**src/rtl/vec_inst_dispatcher_pkg.sv**
```systemverilog
// Shared types for the vector instruction dispatcher: FSM state encoding,
// the 96-bit queued instruction entry and the saturating statistics helper.
package vec_inst_dispatcher_pkg;

  typedef enum logic [1:0] {
    ST_IDLE      = 2'd0,
    ST_ISSUE     = 2'd1,
    ST_WAIT_ACK  = 2'd2,
    ST_HANDSHAKE = 2'd3
  } disp_state_e;

  typedef struct packed {
    logic [31:0] inst;
    logic [31:0] rs1;
    logic [31:0] rs2;
  } fifo_entry_t;

  localparam int unsigned STAT_W = 16;
  localparam logic [STAT_W-1:0] STAT_MAX = '1;

  // Increment that sticks at all-ones instead of wrapping.
  function automatic logic [STAT_W-1:0] sat_inc(input logic [STAT_W-1:0] v);
    return (v == STAT_MAX) ? v : v + 16'd1;
  endfunction

endpackage

```
**src/rtl/vec_inst_dispatcher_if.sv**
```systemverilog
// Bus bundle between the dispatcher, the scalar core and the vector processor.
// slave: the dispatcher side. master: the environment (core + vector unit).
interface vec_inst_dispatcher_if;

  logic [31:0] push_inst;
  logic [31:0] push_rs1;
  logic [31:0] push_rs2;
  logic        push_valid;
  logic        push_ready;

  logic [31:0] instruction;
  logic [31:0] rs1_data;
  logic [31:0] rs2_data;
  logic        inst_valid;
  logic        vec_pro_ready;
  logic        vec_pro_ack;
  logic        scalar_pro_ready;

  logic        error;
  logic        is_vec;
  logic [31:0] csr_out;

  logic        resp_valid;
  logic        resp_error;
  logic        resp_is_vec;
  logic [31:0] resp_csr;
  logic        busy;

  modport slave (
    input  push_inst, push_rs1, push_rs2, push_valid,
    input  vec_pro_ready, vec_pro_ack, error, is_vec, csr_out,
    output push_ready, instruction, rs1_data, rs2_data, inst_valid,
    output scalar_pro_ready, resp_valid, resp_error, resp_is_vec, resp_csr, busy
  );

  modport master (
    output push_inst, push_rs1, push_rs2, push_valid,
    output vec_pro_ready, vec_pro_ack, error, is_vec, csr_out,
    input  push_ready, instruction, rs1_data, rs2_data, inst_valid,
    input  scalar_pro_ready, resp_valid, resp_error, resp_is_vec, resp_csr, busy
  );

endinterface

```
**src/rtl/vec_inst_fifo.sv**
```systemverilog
// Instruction queue for the dispatcher. DEPTH must be a power of two >= 2.
// Pointers carry one extra wrap bit to tell full from empty.
// The consumer-facing empty flag compares against a one-cycle-delayed copy of
// the write pointer, so a freshly written entry becomes poppable one cycle
// after it lands; occupied reflects the true fill state for status reporting.
module vec_inst_fifo
  import vec_inst_dispatcher_pkg::*;
#(
  parameter int DEPTH = 4
) (
  input  logic        clk,
  input  logic        reset,
  input  logic        push,
  input  fifo_entry_t push_data,
  input  logic        pop,
  output fifo_entry_t pop_data,
  output logic        full,
  output logic        empty,
  output logic        occupied
);

  localparam int AW = $clog2(DEPTH);
  localparam logic [AW:0] PTR_ONE = {{AW{1'b0}}, 1'b1};

  fifo_entry_t mem_q [DEPTH];
  logic [AW:0] wr_ptr_q, wr_ptr_d;
  logic [AW:0] rd_ptr_q, rd_ptr_d;
  logic [AW:0] wr_vis_q, wr_vis_d;
  logic        do_push;
  logic        do_pop;

  assign full     = (wr_ptr_q[AW] != rd_ptr_q[AW]) &&
                    (wr_ptr_q[AW-1:0] == rd_ptr_q[AW-1:0]);
  assign empty    = (wr_vis_q == rd_ptr_q);
  assign occupied = (wr_ptr_q != rd_ptr_q);
  assign do_push  = push && !full;
  assign do_pop   = pop && !empty;
  assign pop_data = mem_q[rd_ptr_q[AW-1:0]];

  // Next-state pointer arithmetic; a push while full is dropped.
  always_comb begin
    wr_ptr_d = wr_ptr_q;
    rd_ptr_d = rd_ptr_q;
    wr_vis_d = wr_ptr_q;
    if (do_push) wr_ptr_d = wr_ptr_q + PTR_ONE;
    if (do_pop)  rd_ptr_d = rd_ptr_q + PTR_ONE;
  end

  // Pointer registers, cleared by reset to empty the queue.
  always_ff @(posedge clk or negedge reset) begin
    if (!reset) begin
      wr_ptr_q <= '0;
      rd_ptr_q <= '0;
      wr_vis_q <= '0;
    end else begin
      wr_ptr_q <= wr_ptr_d;
      rd_ptr_q <= rd_ptr_d;
      wr_vis_q <= wr_vis_d;
    end
  end

  // Storage array; contents are don't-care while the pointers say empty.
  always_ff @(posedge clk) begin
    if (do_push) mem_q[wr_ptr_q[AW-1:0]] <= push_data;
  end

endmodule

```
**src/rtl/vec_inst_dispatcher.sv**
```systemverilog
// Vector instruction dispatcher: queues instructions from the scalar core,
// issues them one at a time to the vector processor and returns the result.
// Optional build macro DISPATCH_STATS_EN adds saturating issue/error counters
// with a synchronous clear input.
//
// state        | meaning
// -------------+------------------------------------------------------------
// ST_IDLE      | waiting for a queued instruction and vec_pro_ready
// ST_ISSUE     | inst_valid strobe, one cycle
// ST_WAIT_ACK  | waiting for vec_pro_ack; result captured on ack
// ST_HANDSHAKE | scalar_pro_ready held until the vector unit drops its ack
module vec_inst_dispatcher
  import vec_inst_dispatcher_pkg::*;
#(
  parameter int DEPTH = 4
) (
  input  logic                   clk,
  input  logic                   reset,
  vec_inst_dispatcher_if.slave   bus
`ifdef DISPATCH_STATS_EN
  ,
  input  logic                   stats_clr,
  output logic [STAT_W-1:0]      issue_count,
  output logic [STAT_W-1:0]      err_count
`endif
);

  disp_state_e state_q, state_d;
  logic [31:0] instruction_q, instruction_d;
  logic [31:0] rs1_data_q, rs1_data_d;
  logic [31:0] rs2_data_q, rs2_data_d;
  logic        inst_valid_q, inst_valid_d;
  logic        scalar_pro_ready_q, scalar_pro_ready_d;
  logic        resp_valid_q, resp_valid_d;
  logic        resp_error_q, resp_error_d;
  logic        resp_is_vec_q, resp_is_vec_d;
  logic [31:0] resp_csr_q, resp_csr_d;

  fifo_entry_t push_entry;
  fifo_entry_t head;
  logic        fifo_full;
  logic        fifo_empty;
  logic        fifo_occupied;
  logic        pop;

  assign push_entry = '{inst: bus.push_inst, rs1: bus.push_rs1, rs2: bus.push_rs2};

  vec_inst_fifo #(.DEPTH(DEPTH)) u_fifo (
    .clk       (clk),
    .reset     (reset),
    .push      (bus.push_valid),
    .push_data (push_entry),
    .pop       (pop),
    .pop_data  (head),
    .full      (fifo_full),
    .empty     (fifo_empty),
    .occupied  (fifo_occupied)
  );

  // Dispatch FSM next-state and registered-output decode.
  always_comb begin
    state_d            = state_q;
    instruction_d      = instruction_q;
    rs1_data_d         = rs1_data_q;
    rs2_data_d         = rs2_data_q;
    inst_valid_d       = 1'b0;
    scalar_pro_ready_d = scalar_pro_ready_q;
    resp_valid_d       = 1'b0;
    resp_error_d       = resp_error_q;
    resp_is_vec_d      = resp_is_vec_q;
    resp_csr_d         = resp_csr_q;
    pop                = 1'b0;
    case (state_q)
      ST_IDLE: begin
        if (!fifo_empty && bus.vec_pro_ready) begin
          pop           = 1'b1;
          instruction_d = head.inst;
          rs1_data_d    = head.rs1;
          rs2_data_d    = head.rs2;
          inst_valid_d  = 1'b1;
          state_d       = ST_ISSUE;
        end
      end
      ST_ISSUE: begin
        state_d = ST_WAIT_ACK;
      end
      ST_WAIT_ACK: begin
        if (bus.vec_pro_ack) begin
          resp_error_d       = bus.error;
          resp_is_vec_d      = bus.is_vec;
          resp_csr_d         = bus.csr_out;
          resp_valid_d       = 1'b1;
          scalar_pro_ready_d = 1'b1;
          state_d            = ST_HANDSHAKE;
        end
      end
      ST_HANDSHAKE: begin
        if (!bus.vec_pro_ack) begin
          scalar_pro_ready_d = 1'b0;
          state_d            = ST_IDLE;
        end
      end
      default: state_d = ST_IDLE;
    endcase
  end

  // Dispatch FSM state and registered outputs.
  always_ff @(posedge clk or negedge reset) begin
    if (!reset) begin
      state_q            <= ST_IDLE;
      instruction_q      <= '0;
      rs1_data_q         <= '0;
      rs2_data_q         <= '0;
      inst_valid_q       <= 1'b0;
      scalar_pro_ready_q <= 1'b0;
      resp_valid_q       <= 1'b0;
      resp_error_q       <= 1'b0;
      resp_is_vec_q      <= 1'b0;
      resp_csr_q         <= '0;
    end else begin
      state_q            <= state_d;
      instruction_q      <= instruction_d;
      rs1_data_q         <= rs1_data_d;
      rs2_data_q         <= rs2_data_d;
      inst_valid_q       <= inst_valid_d;
      scalar_pro_ready_q <= scalar_pro_ready_d;
      resp_valid_q       <= resp_valid_d;
      resp_error_q       <= resp_error_d;
      resp_is_vec_q      <= resp_is_vec_d;
      resp_csr_q         <= resp_csr_d;
    end
  end

  assign bus.push_ready       = !fifo_full;
  assign bus.instruction      = instruction_q;
  assign bus.rs1_data         = rs1_data_q;
  assign bus.rs2_data         = rs2_data_q;
  assign bus.inst_valid       = inst_valid_q;
  assign bus.scalar_pro_ready = scalar_pro_ready_q;
  assign bus.resp_valid       = resp_valid_q;
  assign bus.resp_error       = resp_error_q;
  assign bus.resp_is_vec      = resp_is_vec_q;
  assign bus.resp_csr         = resp_csr_q;
  assign bus.busy             = (state_q != ST_IDLE) || fifo_occupied;

`ifdef DISPATCH_STATS_EN
  logic [STAT_W-1:0] issue_cnt_q, issue_cnt_d;
  logic [STAT_W-1:0] err_cnt_q, err_cnt_d;

  // Counter update; clear wins over a same-cycle increment.
  always_comb begin
    issue_cnt_d = issue_cnt_q;
    err_cnt_d   = err_cnt_q;
    if (stats_clr) begin
      issue_cnt_d = '0;
      err_cnt_d   = '0;
    end else begin
      if (state_q == ST_ISSUE) issue_cnt_d = sat_inc(issue_cnt_q);
      if (state_q == ST_WAIT_ACK && bus.vec_pro_ack && bus.error)
        err_cnt_d = sat_inc(err_cnt_q);
    end
  end

  // Counter registers.
  always_ff @(posedge clk or negedge reset) begin
    if (!reset) begin
      issue_cnt_q <= '0;
      err_cnt_q   <= '0;
    end else begin
      issue_cnt_q <= issue_cnt_d;
      err_cnt_q   <= err_cnt_d;
    end
  end

  assign issue_count = issue_cnt_q;
  assign err_count   = err_cnt_q;
`endif

endmodule

```
**src/flat_wrapper.sv**
```systemverilog
// flat-port wrapper written by rule: the top's interface ports become plain ports
module vec_inst_dispatcher_flat import vec_inst_dispatcher_pkg::*;
#(
  parameter int DEPTH = 4
)
  (clk, reset, bus_push_inst, bus_push_rs1, bus_push_rs2, bus_push_valid, bus_vec_pro_ready, bus_vec_pro_ack, bus_error, bus_is_vec, bus_csr_out, bus_push_ready, bus_instruction, bus_rs1_data, bus_rs2_data, bus_inst_valid, bus_scalar_pro_ready, bus_resp_valid, bus_resp_error, bus_resp_is_vec, bus_resp_csr, bus_busy);
  vec_inst_dispatcher_if bus_i ();
  input  logic clk;
  input  logic reset;
  input wire logic [$bits(bus_i.push_inst)-1:0] bus_push_inst;
  input wire logic [$bits(bus_i.push_rs1)-1:0] bus_push_rs1;
  input wire logic [$bits(bus_i.push_rs2)-1:0] bus_push_rs2;
  input wire logic [$bits(bus_i.push_valid)-1:0] bus_push_valid;
  input wire logic [$bits(bus_i.vec_pro_ready)-1:0] bus_vec_pro_ready;
  input wire logic [$bits(bus_i.vec_pro_ack)-1:0] bus_vec_pro_ack;
  input wire logic [$bits(bus_i.error)-1:0] bus_error;
  input wire logic [$bits(bus_i.is_vec)-1:0] bus_is_vec;
  input wire logic [$bits(bus_i.csr_out)-1:0] bus_csr_out;
  output wire logic [$bits(bus_i.push_ready)-1:0] bus_push_ready;
  output wire logic [$bits(bus_i.instruction)-1:0] bus_instruction;
  output wire logic [$bits(bus_i.rs1_data)-1:0] bus_rs1_data;
  output wire logic [$bits(bus_i.rs2_data)-1:0] bus_rs2_data;
  output wire logic [$bits(bus_i.inst_valid)-1:0] bus_inst_valid;
  output wire logic [$bits(bus_i.scalar_pro_ready)-1:0] bus_scalar_pro_ready;
  output wire logic [$bits(bus_i.resp_valid)-1:0] bus_resp_valid;
  output wire logic [$bits(bus_i.resp_error)-1:0] bus_resp_error;
  output wire logic [$bits(bus_i.resp_is_vec)-1:0] bus_resp_is_vec;
  output wire logic [$bits(bus_i.resp_csr)-1:0] bus_resp_csr;
  output wire logic [$bits(bus_i.busy)-1:0] bus_busy;
  assign bus_i.push_inst = bus_push_inst;
  assign bus_i.push_rs1 = bus_push_rs1;
  assign bus_i.push_rs2 = bus_push_rs2;
  assign bus_i.push_valid = bus_push_valid;
  assign bus_i.vec_pro_ready = bus_vec_pro_ready;
  assign bus_i.vec_pro_ack = bus_vec_pro_ack;
  assign bus_i.error = bus_error;
  assign bus_i.is_vec = bus_is_vec;
  assign bus_i.csr_out = bus_csr_out;
  assign bus_push_ready = bus_i.push_ready;
  assign bus_instruction = bus_i.instruction;
  assign bus_rs1_data = bus_i.rs1_data;
  assign bus_rs2_data = bus_i.rs2_data;
  assign bus_inst_valid = bus_i.inst_valid;
  assign bus_scalar_pro_ready = bus_i.scalar_pro_ready;
  assign bus_resp_valid = bus_i.resp_valid;
  assign bus_resp_error = bus_i.resp_error;
  assign bus_resp_is_vec = bus_i.resp_is_vec;
  assign bus_resp_csr = bus_i.resp_csr;
  assign bus_busy = bus_i.busy;
  vec_inst_dispatcher #(.DEPTH(DEPTH)) u_core (.clk(clk), .reset(reset), .bus(bus_i));
endmodule
```
**config.mk**
```make
export PLATFORM = sky130hd
export DESIGN_NAME = vec_inst_dispatcher_flat
export DESIGN_NICKNAME = d
export VERILOG_FILES = /design/src/rtl/vec_inst_dispatcher_pkg.sv /design/src/rtl/vec_inst_dispatcher_if.sv /design/src/rtl/vec_inst_fifo.sv /design/src/rtl/vec_inst_dispatcher.sv /design/src/flat_wrapper.sv
export SDC_FILE = /design/constraint.sdc
export NUM_CORES = 1
export LEC_CHECK = 0
export BUFFER_PORTS_ARGS = -buffer_cell sky130_fd_sc_hd__buf_2
export CORE_MARGIN = 2
export CORE_UTILIZATION = 45
export CTS_CLUSTER_DIAMETER = 30
export DETAILED_ROUTE_END_ITERATION = 6
export SLEW_MARGIN = 20
export SYNTH_ARGS = -nofsm -noshare
export SYNTH_HDL_FRONTEND = slang
export SYNTH_SLANG_ARGS = --single-unit
```
**constraint.sdc**
```tcl
create_clock -name clk -period 6 [get_ports clk]
set_clock_uncertainty 0.1 [all_clocks]
set_input_delay 1.2 -clock clk [delete_from_list [all_inputs] [get_ports clk]]
set_output_delay 1.2 -clock clk [all_outputs]
set_load 0.005 [all_outputs]
```
# After elaboration in Yosys (flattened, before gate mapping)
# Memories as Yosys holds them, arrays and structs flattened. A register that Yosys moved wholly into a read port is not among the register bits.
# Index checks and enable logic that the tools add are counted.
dict set report totals {
  reg_bits 48
  latch_bits 0
  mem_bits_rw 384
  rom_bits 0
  wordCells 51
  mem_count 1
}
dict set report op_classes {
  addsub 2
  n_mul 0
  n_div 0
  magnitude_cmp 0
  eq_ne 10
  shift 0
  muxes 13
  bitwise_logic 0
  reduce_logical 15
}
# memory depth width rd rd_ports_with_merged_regs write_ports line_no
set memory_table {}
lappend memory_table {u_core.u_fifo.mem_q 4 96 1 1 1 vec_inst_fifo.sv:25} ;# fifo_entry_t mem_q [DEPTH];
# op n
set op_table {}
lappend op_table {{2-to-1 mux 1 bit} 8}
lappend op_table {{case mux 2 bit (4 select lines)} 1}
lappend op_table {{adder 3 x 1 -> 3 bit, second input constant} 2}
lappend op_table {{2-to-1 mux 2 bit} 3}
lappend op_table {{AND reduction 3 bit} 2}
lappend op_table {{== test 2 bit, second input constant} 2}
lappend op_table {{logical AND 1 bit} 4}
lappend op_table {{!= test 2 bit, second input constant} 2}
lappend op_table {{AND reduction 2 bit} 2}
lappend op_table {{nonzero test 2 bit} 2}
lappend op_table {{== test 3 bit} 1}
lappend op_table {{zero test 1 bit} 3}
lappend op_table {{!= test 3 bit} 1}
lappend op_table {{== test 2 x 1 -> 1 bit, second input constant} 1}
lappend op_table {{== test 2 bit} 1}
lappend op_table {{zero test 2 bit} 1}
lappend op_table {{!= test 2 x 1 -> 1 bit, second input constant} 1}
lappend op_table {{case mux 1 bit (2 select lines)} 1}
lappend op_table {{logical OR 1 bit} 1}
lappend op_table {{!= test 1 bit} 1}

# Longest topological paths before layout
# Gate-level depths: netlist (run 1).
dict set report logic_depth {
  word_depth 6
  mapped_depth 8
}

# Hierarchy
# From an unflattened synthesis (run 1), not the netlist that was laid out.
dict set report unflattened {
  hier_cells 855
  area_unflattened_um2 19601.3
}
# module n_inst cells_each area_each_um2 seq_area_each_um2
set modules_own_cells {}
lappend modules_own_cells {vec_inst_fifo 1 557 14411.3 11756.3}
lappend modules_own_cells {vec_inst_dispatcher 1 298 5190.0 3378.2}

# Worst setup path before layout (run 1)
# OpenSTA, ideal clock, no wires.
dict set report synth_timing {
  kind {input-to-reg}
  startpoint {in bus_push_valid}
  endpoint {mem u_core.u_fifo.mem_q[3][0] (netlist name), enable pin}
  setup_ns 0.467
  arrival_time_ns 3.869
  slack_ns 1.564
  stages 3
  path_buffers 0
  cell_sequence {inv_1 a31oi_1 and2_1}
}
dict set report synth_between {
  elab_chain_cells 3
}
# element line_no
set synth_rtl {}
lappend synth_rtl {{start, declared} flat_wrapper.sv:13} ;# input wire logic [$bits(bus_i.push_valid)-1:0] bus_push_valid;
lappend synth_rtl {{logical AND 1 bit} vec_inst_fifo.sv:36} ;# assign do_push = push && !full;
lappend synth_rtl {{2-to-1 mux 1 bit} vec_inst_fifo.sv:64} ;# if (do_push) mem_q[wr_ptr_q[AW-1:0]] <= push_data;
lappend synth_rtl {{2-to-1 mux 1 bit (not written as such)} vec_inst_fifo.sv:64}
lappend synth_rtl {{end, declared} vec_inst_fifo.sv:25}
# No other way between the ends.

# Final worst setup path (run 1)
dict set report layout_timing {
  startpoint {reg u_core.u_fifo.rd_ptr_q[1]}
  endpoint {mem u_core.u_fifo.mem_q[3][23] (netlist name), enable pin}
}
dict set report layout_between {
  elab_chain_cells 6
}
# element line_no
set layout_rtl {}
lappend layout_rtl {{start, declared} vec_inst_fifo.sv:27} ;# logic [AW:0] rd_ptr_q, rd_ptr_d;
lappend layout_rtl {{start signal, assigned} vec_inst_fifo.sv:57} ;# rd_ptr_q <= rd_ptr_d;
lappend layout_rtl {{== test 2 bit} vec_inst_fifo.sv:33} ;# (wr_ptr_q[AW-1:0] == rd_ptr_q[AW-1:0]);
lappend layout_rtl {{logical AND 1 bit} vec_inst_fifo.sv:32} ;# assign full = (wr_ptr_q[AW] != rd_ptr_q[AW]) &&
lappend layout_rtl {{zero test 1 bit} vec_inst_fifo.sv:36}
lappend layout_rtl {{logical AND 1 bit} vec_inst_fifo.sv:36}
lappend layout_rtl {{2-to-1 mux 1 bit} vec_inst_fifo.sv:64}
lappend layout_rtl {{2-to-1 mux 1 bit (not written as such)} vec_inst_fifo.sv:64}
# No other way between the ends.

==> results.json, run 1 <==
{
  "rsz0062_at_grt": "no",
  "start_util": 0.453,
  "dpl.hpwl_mm": 24.3,
  "io_pins": 270,
  "total_power_mw": 14.7,
  "clockBufferDepth": 3,
  "syn_inst": 842,
  "die-height_um": 212,
  "grt_max_degree": 62,
  "clkLatencyLatePin_ps": 620,
  "final_common_cell": "edfxtp_1",
  "ys_top_cells_by_area": "edfxtp_1, dfrtp_1, mux4_2",
  "final_antenna_net_count": 0,
  "avgSynthCellArea_um2": 23.1,
  "ys_ff_latch": 528,
  "endpoint_kind": "flop",
  "grt_use_met2": 0.305,
  "cts_made_buffers": 107,
  "coreArea_mm2": 0.0429,
  "grt_most_used_layer": "met2",
  "hold_buffers": 0,
  "viasPerCell": 5.02,
  "met1_usage": 0.235,
  "final-max-slew-violation-count": 0,
  "met3_usage": 0.0586,
  "tns_ps": 0,
  "routedWlPerCell_um": 21.6,
  "port_buffers": 269,
  "required_ps": 6180,
  "grt_usage": 0.187,
  "hold_path.class": "reg -> reg",
  "peakVddDrop_v": 0.000300,
  "fp.dieArea_mm2": 0.0449,
  "start_kind": "flop",
  "timing.fmax_mhz": 283,
  "netlist.area_leader.share": 0.593,
  "cp_top_family": "flip-flops",
  "ctsResizeCount": 0,
  "stdcell_count": 1885,
  "cp.arrival_ps": 3710,
  "syn_nets": 986,
  "layout_min_cycle_time_ps": 3530,
  "first_global_vias": 10300,
  "cts_root_buf": "clkbuf_16",
  "vias": 9454,
  "dp_cells": 1676,
  "htree_levels": 3,
  "grt_pass1_wl_mm": 61.6,
  "final_cell_mix": "edfxtp_1, buf_2, dfrtp_1, mux2_2, clkbuf_16",
  "cts_setup_buffers": 0,
  "path_clk_slew_ps": 50,
  "cts_sinks": 528,
  "worstPathMaxFanout": 61,
  "p_per_area_mw_per_mm2": 586,
  "path_cells": "xnor2_1, a31oi_1, and2_4, buf_4",
  "setup.worst_path.class": "reg -> reg",
  "synth-async-reset-ratio": 0.273,
  "place_congestion": 0.675,
  "die_w_um": 212,
  "cts_tree": "done",
  "fillers": 3177,
  "pre_cts_slack_ps": 2370,
  "finalSetupViolCount": 0,
  "drc": 0,
  "synth_edf_count": 384,
  "syn_to_final_growth_pct": 29.3,
  "critPathMaxStageDelay_ps": 940,
  "multi_input_area_mm2": 0.00404,
  "rows": 76,
  "slew_headroom": 0.336,
  "synthesis.area_mm2": 0.0194,
  "globalRouteOverflowTotal": 0,
  "drive_gt1_frac": 0.544,
  "drv_cap": 0,
  "p_leak_nw": 9.48,
  "worstMarginPinSlew_ps": 996,
  "final_hold_viol_count": 0,
  "routed_wirelength_mm": 40.8,
  "status": "finished clean",
  "synth-warning-count": 0,
  "cp_slowest_cell": "dfrtp_4",
  "register_area_mm2": 0.0151,
  "drt-initial-drc-count": 489,
  "drt-pass1-iter-count": 6,
  "fin_ws_ps": 2470,
  "min_period_over_period": 0.589,
  "ys.flop_type": "edfxtp_1",
  "antenna_found_initial": 12,
  "layout.nets": 1344,
  "timing.critical_path.buf_inv": 1,
  "ys_seq_area_frac": 0.778,
  "yosys.area.top_type": "edfxtp_1",
  "synth_cell_types": 24,
  "hold_slack_ps": 356
}
[logic make-up after synthesis]
logic type / after synthesis / synth area share
DFF: 528 / 0.778
muxes: 229 / 0.190
buffers and inverters: 44 / 0.0151
and+or+nand+nor: 16 / 0.00399
xor gates and xnor gates: 10 / 0.00450
adders and majority gates: 9 / 0.00579
AOI/OAI and AO/OA: 6 / 0.00187
[stage by stage]
stage / util / cell area, um^2
after CTS: 0.586 / 25100
after detailed placement: 0.499 / 21400
after global routing: 0.586 / 25100
after floorplan: - / 19400
final: 0.586 / 25100
after global placement: 0.499 / 21400
[area by class of cell]
type / count / share of cell area
Timing Repair Buffer: 285 / 0.0586
Clock buffer: 125 / 0.114
Antenna cell: 7 / 0.000697
Tap cell: 585 / 0.0291
Multi-Input combinational cell: 270 / 0.161
Sequential cell: 528 / 0.602
Clock inverter: 77 / 0.0337
Inverter: 8 / 0.00119
[metal layers]
layer	routed length, um	vias to the layer above	share of wire
met3	2700	81	0.066
met4	885	8	0.022
met1	16900	4875	0.41
met2	20200	316	0.50
met5	50	-	0.0012
li1	-	4174	-
[path summary, 6_finish.rpt]
| check | start | end | slack [ps] | cells after the start |
|---|---|---|---|---|
| worst max-delay path | u_core.u_fifo.rd_ptr_q[1] | u_core.u_fifo.mem_q[3][23] | 2470 | 4 |
| worst min-delay path | u_core.u_fifo.wr_ptr_q[2] | u_core.u_fifo.wr_vis_q[2] | 360 | 0 |
| worst max register to register | u_core.u_fifo.rd_ptr_q[1] | u_core.u_fifo.mem_q[3][23] | 2470 | 4 |
| worst min register to register | u_core.u_fifo.wr_ptr_q[2] | u_core.u_fifo.wr_vis_q[2] | 360 | 0 |
| max in group asynchronous | reset | u_core.bus.rs1_data[15] | 4160 | 2 |
| min in group asynchronous | reset | u_core.bus.resp_csr[19] | 450 | 1 |
[state kept, by name, summed over array words and instances, names as in the netlist, 2 cells and up]
name                    count
u_core.bus.instruction     32
u_core.bus.resp_csr        32
u_core.bus.rs1_data        32
u_core.bus.rs2_data        32
u_core.state_q              2
u_core.u_fifo.mem_q       384
u_core.u_fifo.rd_ptr_q      3
u_core.u_fifo.wr_ptr_q      3
u_core.u_fifo.wr_vis_q      3
[synthesized netlist by cell type (3+ instances only)]
library cell	instances
o21ai_0	3
xor2_1	3
and2_1	4
inv_1	8
nor2_1	3
buf_4	11
edfxtp_1	384
clkbuf_1	9
mux4_2	96
mux2_2	120
nand2_1	5
dfrtp_1	144
xnor2_1	7
mux2_4	12
buf_12	4
buf_2	11
ha_1	9
[power by group]
group | switching (mW) | internal (mW) | total [mW]
Clock | 1.91 | 4.01 | 5.92
Combinational | 1.47 | 1.69 | 3.16
Sequential | 0.543 | 5.11 | 5.65
No activity file was read; power rests on OpenSTA's default activity.
==> run 2: changes to the inputs <==
- PLACE_DENSITY: unset -> 0.67
- clock period: 6 -> 2.9 ns (I/O delays scaled with it)
==> results.json, run 2 (same netlist as run 1, synthesis figures left out) <==
{
  "timing.fmax_mhz": 393,
  "io_pins": 270,
  "die_w_um": 212,
  "finalInstanceArea_mm2": 0.0254,
  "syn_to_final_growth_pct": 30.4,
  "layout.nets": 1349,
  "met3_usage": 0.0598,
  "min_period_over_period": 0.878,
  "cts_tree": "done",
  "start_util": 0.453,
  "final_cell_mix": "edfxtp_1, buf_2, dfrtp_1, mux2_2, clkbuf_16",
  "status": "finished clean",
  "routed_wirelength_mm": 39.1,
  "grt_max_degree": 69,
  "fp.dieArea_mm2": 0.0449,
  "htree_levels": 3,
  "placement.cell_area_mm2": 0.0216,
  "peakVddDrop_v": 0.000623,
  "finalSetupViolCount": 0,
  "final-max-slew-violation-count": 0,
  "endpoint_kind": "output pin",
  "final_antenna_net_count": 0,
  "clockBufferDepth": 3,
  "drive_gt1_frac": 0.548,
  "globalRouteOverflowTotal": 0,
  "first_global_vias": 10200,
  "cts_made_buffers": 107,
  "cp.arrival_ps": 1870,
  "cts_root_buf": "clkbuf_16",
  "dpl.hpwl_mm": 21.9,
  "vias": 9520,
  "start_kind": "flop",
  "pre_cts_slack_ps": 651,
  "final_hold_viol_count": 0,
  "antenna_found_initial": 8,
  "path_cells": "xnor2_1, nand3_1, buf_2",
  "grt_pass1_wl_mm": 59.4,
  "drv_cap": 0,
  "final_common_cell": "edfxtp_1",
  "critPathMaxStageDelay_ps": 610,
  "die-height_um": 212,
  "path_clk_slew_ps": 50,
  "required_ps": 2220,
  "tns_ps": 0,
  "clkLatencyLatePin_ps": 630,
  "p_leak_nw": 9.62,
  "drc": 0,
  "hold_path.class": "in -> reg",
  "ctsResizeCount": 0,
  "routedWlPerCell_um": 20.7,
  "met1_usage": 0.223,
  "coreArea_mm2": 0.0429,
  "worstMarginPinSlew_ps": 1030,
  "slew_headroom": 0.312,
  "grt_usage": 0.179,
  "p_per_area_mw_per_mm2": 1210,
  "grt_most_used_layer": "met2",
  "drt-pass1-iter-count": 4,
  "grt_use_met2": 0.289,
  "drt-initial-drc-count": 438,
  "rsz0062_at_grt": "no",
  "viasPerCell": 5.04,
  "largest_register_ffs": 384,
  "rows": 76,
  "place_congestion": 0.696,
  "cts_sinks": 528,
  "cp_slowest_cell": "dfrtp_4",
  "fin_ws_ps": 354,
  "setup.worst_path.class": "reg -> out",
  "port_buffers": 269,
  "worstPathMaxFanout": 15,
  "layout_min_cycle_time_ps": 2550
}
==> run 2: cell type report <==
cell class	count	area (um^2)
Inverter	8	30.0
Sequential cell	528	15100
Clock inverter	76	850
Timing Repair Buffer	290	1660
Clock buffer	128	2890
Antenna cell	4	10.0
Tap cell	585	732
Fill cell	3119	17500
Multi-Input combinational cell	270	4040
==> run 2: worst paths after layout <==
kind | slack, ps | cells after the start | end | startpoint
min reg2reg | 350 | 0 | u_core.u_fifo.wr_vis_q[2] | u_core.u_fifo.wr_ptr_q[2]
max reg2reg | 650 | 5 | u_core.u_fifo.mem_q[0][24] | u_core.u_fifo.rd_ptr_q[0]
min | 60 | 1 | u_core.u_fifo.mem_q[3][19] | bus_push_rs2[19]
min in group asynchronous | 410 | 2 | u_core.bus.instruction[4] | reset
max | 350 | 3 | bus_push_ready | u_core.u_fifo.rd_ptr_q[0]
max in group asynchronous | 1550 | 3 | u_core.bus.instruction[30] | reset
==> run 2: layer usage <==
| layer | vias to the layer above | wire length [um] |
|---|---|---|
| li1 | 4191 | - |
| met1 | 4943 | 16100 |
| met2 | 314 | 19100 |
| met3 | 62 | 3060 |
| met4 | 10 | 785 |
| met5 | - | 65 |
==> run 2: report_power, final <==
group | leakage [nW] | total, mW | internal (mW) | switching (mW)
clock network | 1.83 | 12.3 | 8.30 | 4.02
logic | 2.57 | 6.93 | 3.65 | 3.28
registers | 5.22 | 11.4 | 10.6 | 0.871
==> run 2: repair_timing <==
item | in CTS | in global routing
hold buffers | 1 | 0
hold endpoints to repair | 45 | 0
buffers inserted | 0 | 0
==> run 2: critical path: cells and delay by family (launching register included) <==
kind                      cells  cell delay [ps]
xor gates and xnor gates      1              290
buffers and inverters         1              160
DFF                           1              610
and+or+nand+nor               1              180
==> run 2: metrics by stage <==
step | power (mW) | hold WS, ps | util | instances
2_1_floorplan | 16.0 | 184 | - | 842
3_3_place_gp | 18.5 | 332 | 0.504 | 1680
3_5_place_dp | 18.7 | 338 | 0.504 | 1680
4_1_cts | 31.2 | 18.9 | 0.591 | 1885
5_1_grt | 32.2 | 42.5 | 0.591 | 1885
6_report | 30.7 | 57.9 | 0.591 | 1889
==> run 3: changes to the inputs <==
- CORE_ASPECT_RATIO: unset -> 0.5
- MAX_ROUTING_LAYER: unset -> met4
==> results.json, run 3 (same netlist as run 1, synthesis figures left out) <==
{
  "status": "finished clean",
  "cts_sinks": 528,
  "p_per_area_mw_per_mm2": 1120,
  "drt-pass1-iter-count": 4,
  "final_antenna_net_count": 0,
  "tns_ps": 0,
  "dpl.hpwl_mm": 23.0,
  "combPwrFrac": 0.261,
  "start_kind": "flop",
  "required_ps": 2220,
  "grt_max_degree": 97,
  "rsz0062_at_grt": "no",
  "cts_tree": "done",
  "final_hold_viol_count": 0,
  "coreArea_mm2": 0.0423,
  "final-max-slew-violation-count": 0,
  "die_w_um": 298,
  "antenna_found_initial": 4,
  "fp.dieArea_mm2": 0.0450,
  "grt_usage": 0.182,
  "worstPathMaxFanout": 14,
  "viasPerCell": 5.15,
  "drt-initial-drc-count": 541,
  "slew_headroom": 0.441,
  "finalSetupViolCount": 0,
  "routedWlPerCell_um": 21.8,
  "clkPwrFrac": 0.314,
  "p_leak_nw": 8.93,
  "clockBufferDepth": 3,
  "clkLatencyLatePin_ps": 570,
  "drc": 0,
  "endpoint_kind": "output pin",
  "final_cell_mix": "edfxtp_1, buf_2, dfrtp_1, mux2_2, mux4_2",
  "timing.fmax_mhz": 416,
  "cts_made_buffers": 69,
  "grt_pass1_wl_mm": 59.2,
  "peakVddDrop_v": 0.000952,
  "ctsResizeCount": 0,
  "rows": 53,
  "final_common_cell": "edfxtp_1",
  "register_area_mm2": 0.0151,
  "p_sw_mw": 7.42,
  "largest_register_ffs": 384,
  "vias": 9295,
  "io_pins": 270,
  "layout_min_cycle_time_ps": 2400,
  "cts_root_buf": "clkbuf_16",
  "cp.arrival_ps": 1720,
  "hold_path.class": "in -> reg",
  "first_global_vias": 10100,
  "fillers": 3162,
  "seq_power_share": 0.425,
  "routed_wirelength_mm": 39.3,
  "path_clk_slew_ps": 70,
  "min_period_over_period": 0.829,
  "multi_input_area_mm2": 0.00404,
  "worstMarginPinSlew_ps": 838,
  "drv_cap": 0,
  "drive_gt1_frac": 0.522,
  "die-height_um": 151,
  "globalRouteOverflowTotal": 0,
  "start_util": 0.460,
  "layout.nets": 1313,
  "port_buffers": 269,
  "p_int_mw": 19.4,
  "htree_levels": 3,
  "total_power_mw": 26.8,
  "syn_to_final_growth_pct": 23.2,
  "setup.worst_path.class": "reg -> out",
  "place_congestion": 0.757,
  "netSwitchingFraction": 0.277
}
## run 3: what timing repair did
item,4_1_cts,5_1_grt
endpoints found under the hold margin,24,0
hold buffers,1,0
buffers inserted,0,0
## run 3: final cells by class
type	count	area share
clock inverters	41	0.0192
diodes	4	0.000418
repair buffers	292	0.0711
inverters	8	0.00125
well taps	577	0.0301
flip-flops and latches	528	0.632
clock buffers	84	0.0774
multi-input cells	270	0.169
## run 3: critical path, cell delays in order, from the launching register on
cell     delay (ps)
dfrtp_4         590
xnor2_1         290
nand3_1         110
buf_2           170
## run 3: per-stage QoR
stage	hold slack (ps)	instances	setup WS (ps)	util	instance area (um^2)
finish	112	1804	496	0.566	24000
global route	90.7	1802	354	0.566	24000
CTS	85.7	1800	469	0.566	24000
detailed placement	327	1674	569	0.511	21600
global placement	323	1674	594	0.511	21600
floorplan	184	842	42.6	-	19400
## run 3: path summary, 6_finish.rpt
kind | startpoint | endpoint | slack (ps) | depth (start not counted)
worst max-delay path | u_core.u_fifo.rd_ptr_q[1] | bus_busy | 500 | 3
worst min-delay path | bus_push_rs2[31] | u_core.u_fifo.mem_q[2][31] | 110 | 1
worst max register to register | u_core.u_fifo.rd_ptr_q[1] | u_core.u_fifo.mem_q[2][15] | 580 | 5
worst min register to register | u_core.u_fifo.wr_ptr_q[2] | u_core.u_fifo.wr_vis_q[2] | 350 | 0
max in group asynchronous | reset | u_core.bus.resp_csr[11] | 1670 | 3
min in group asynchronous | reset | u_core.bus.rs1_data[29] | 360 | 2
## run 3: layer usage
metal,track usage,wire length [um]
met1,0.202,15000
met2,0.326,21600
met3,0.0432,1720
met4,0.0628,944
met5,-,0
## run 3: power groups by stage
stage	Combinational [mW]	Clock, mW	Sequential [mW]
after floorplan	4.56	0	11.4
after global placement	7.01	0	11.4
after global routing	7.58	8.91	11.6
after detailed placement	7.15	0	11.5
after CTS	7.18	8.58	11.4
final	7.00	8.40	11.4
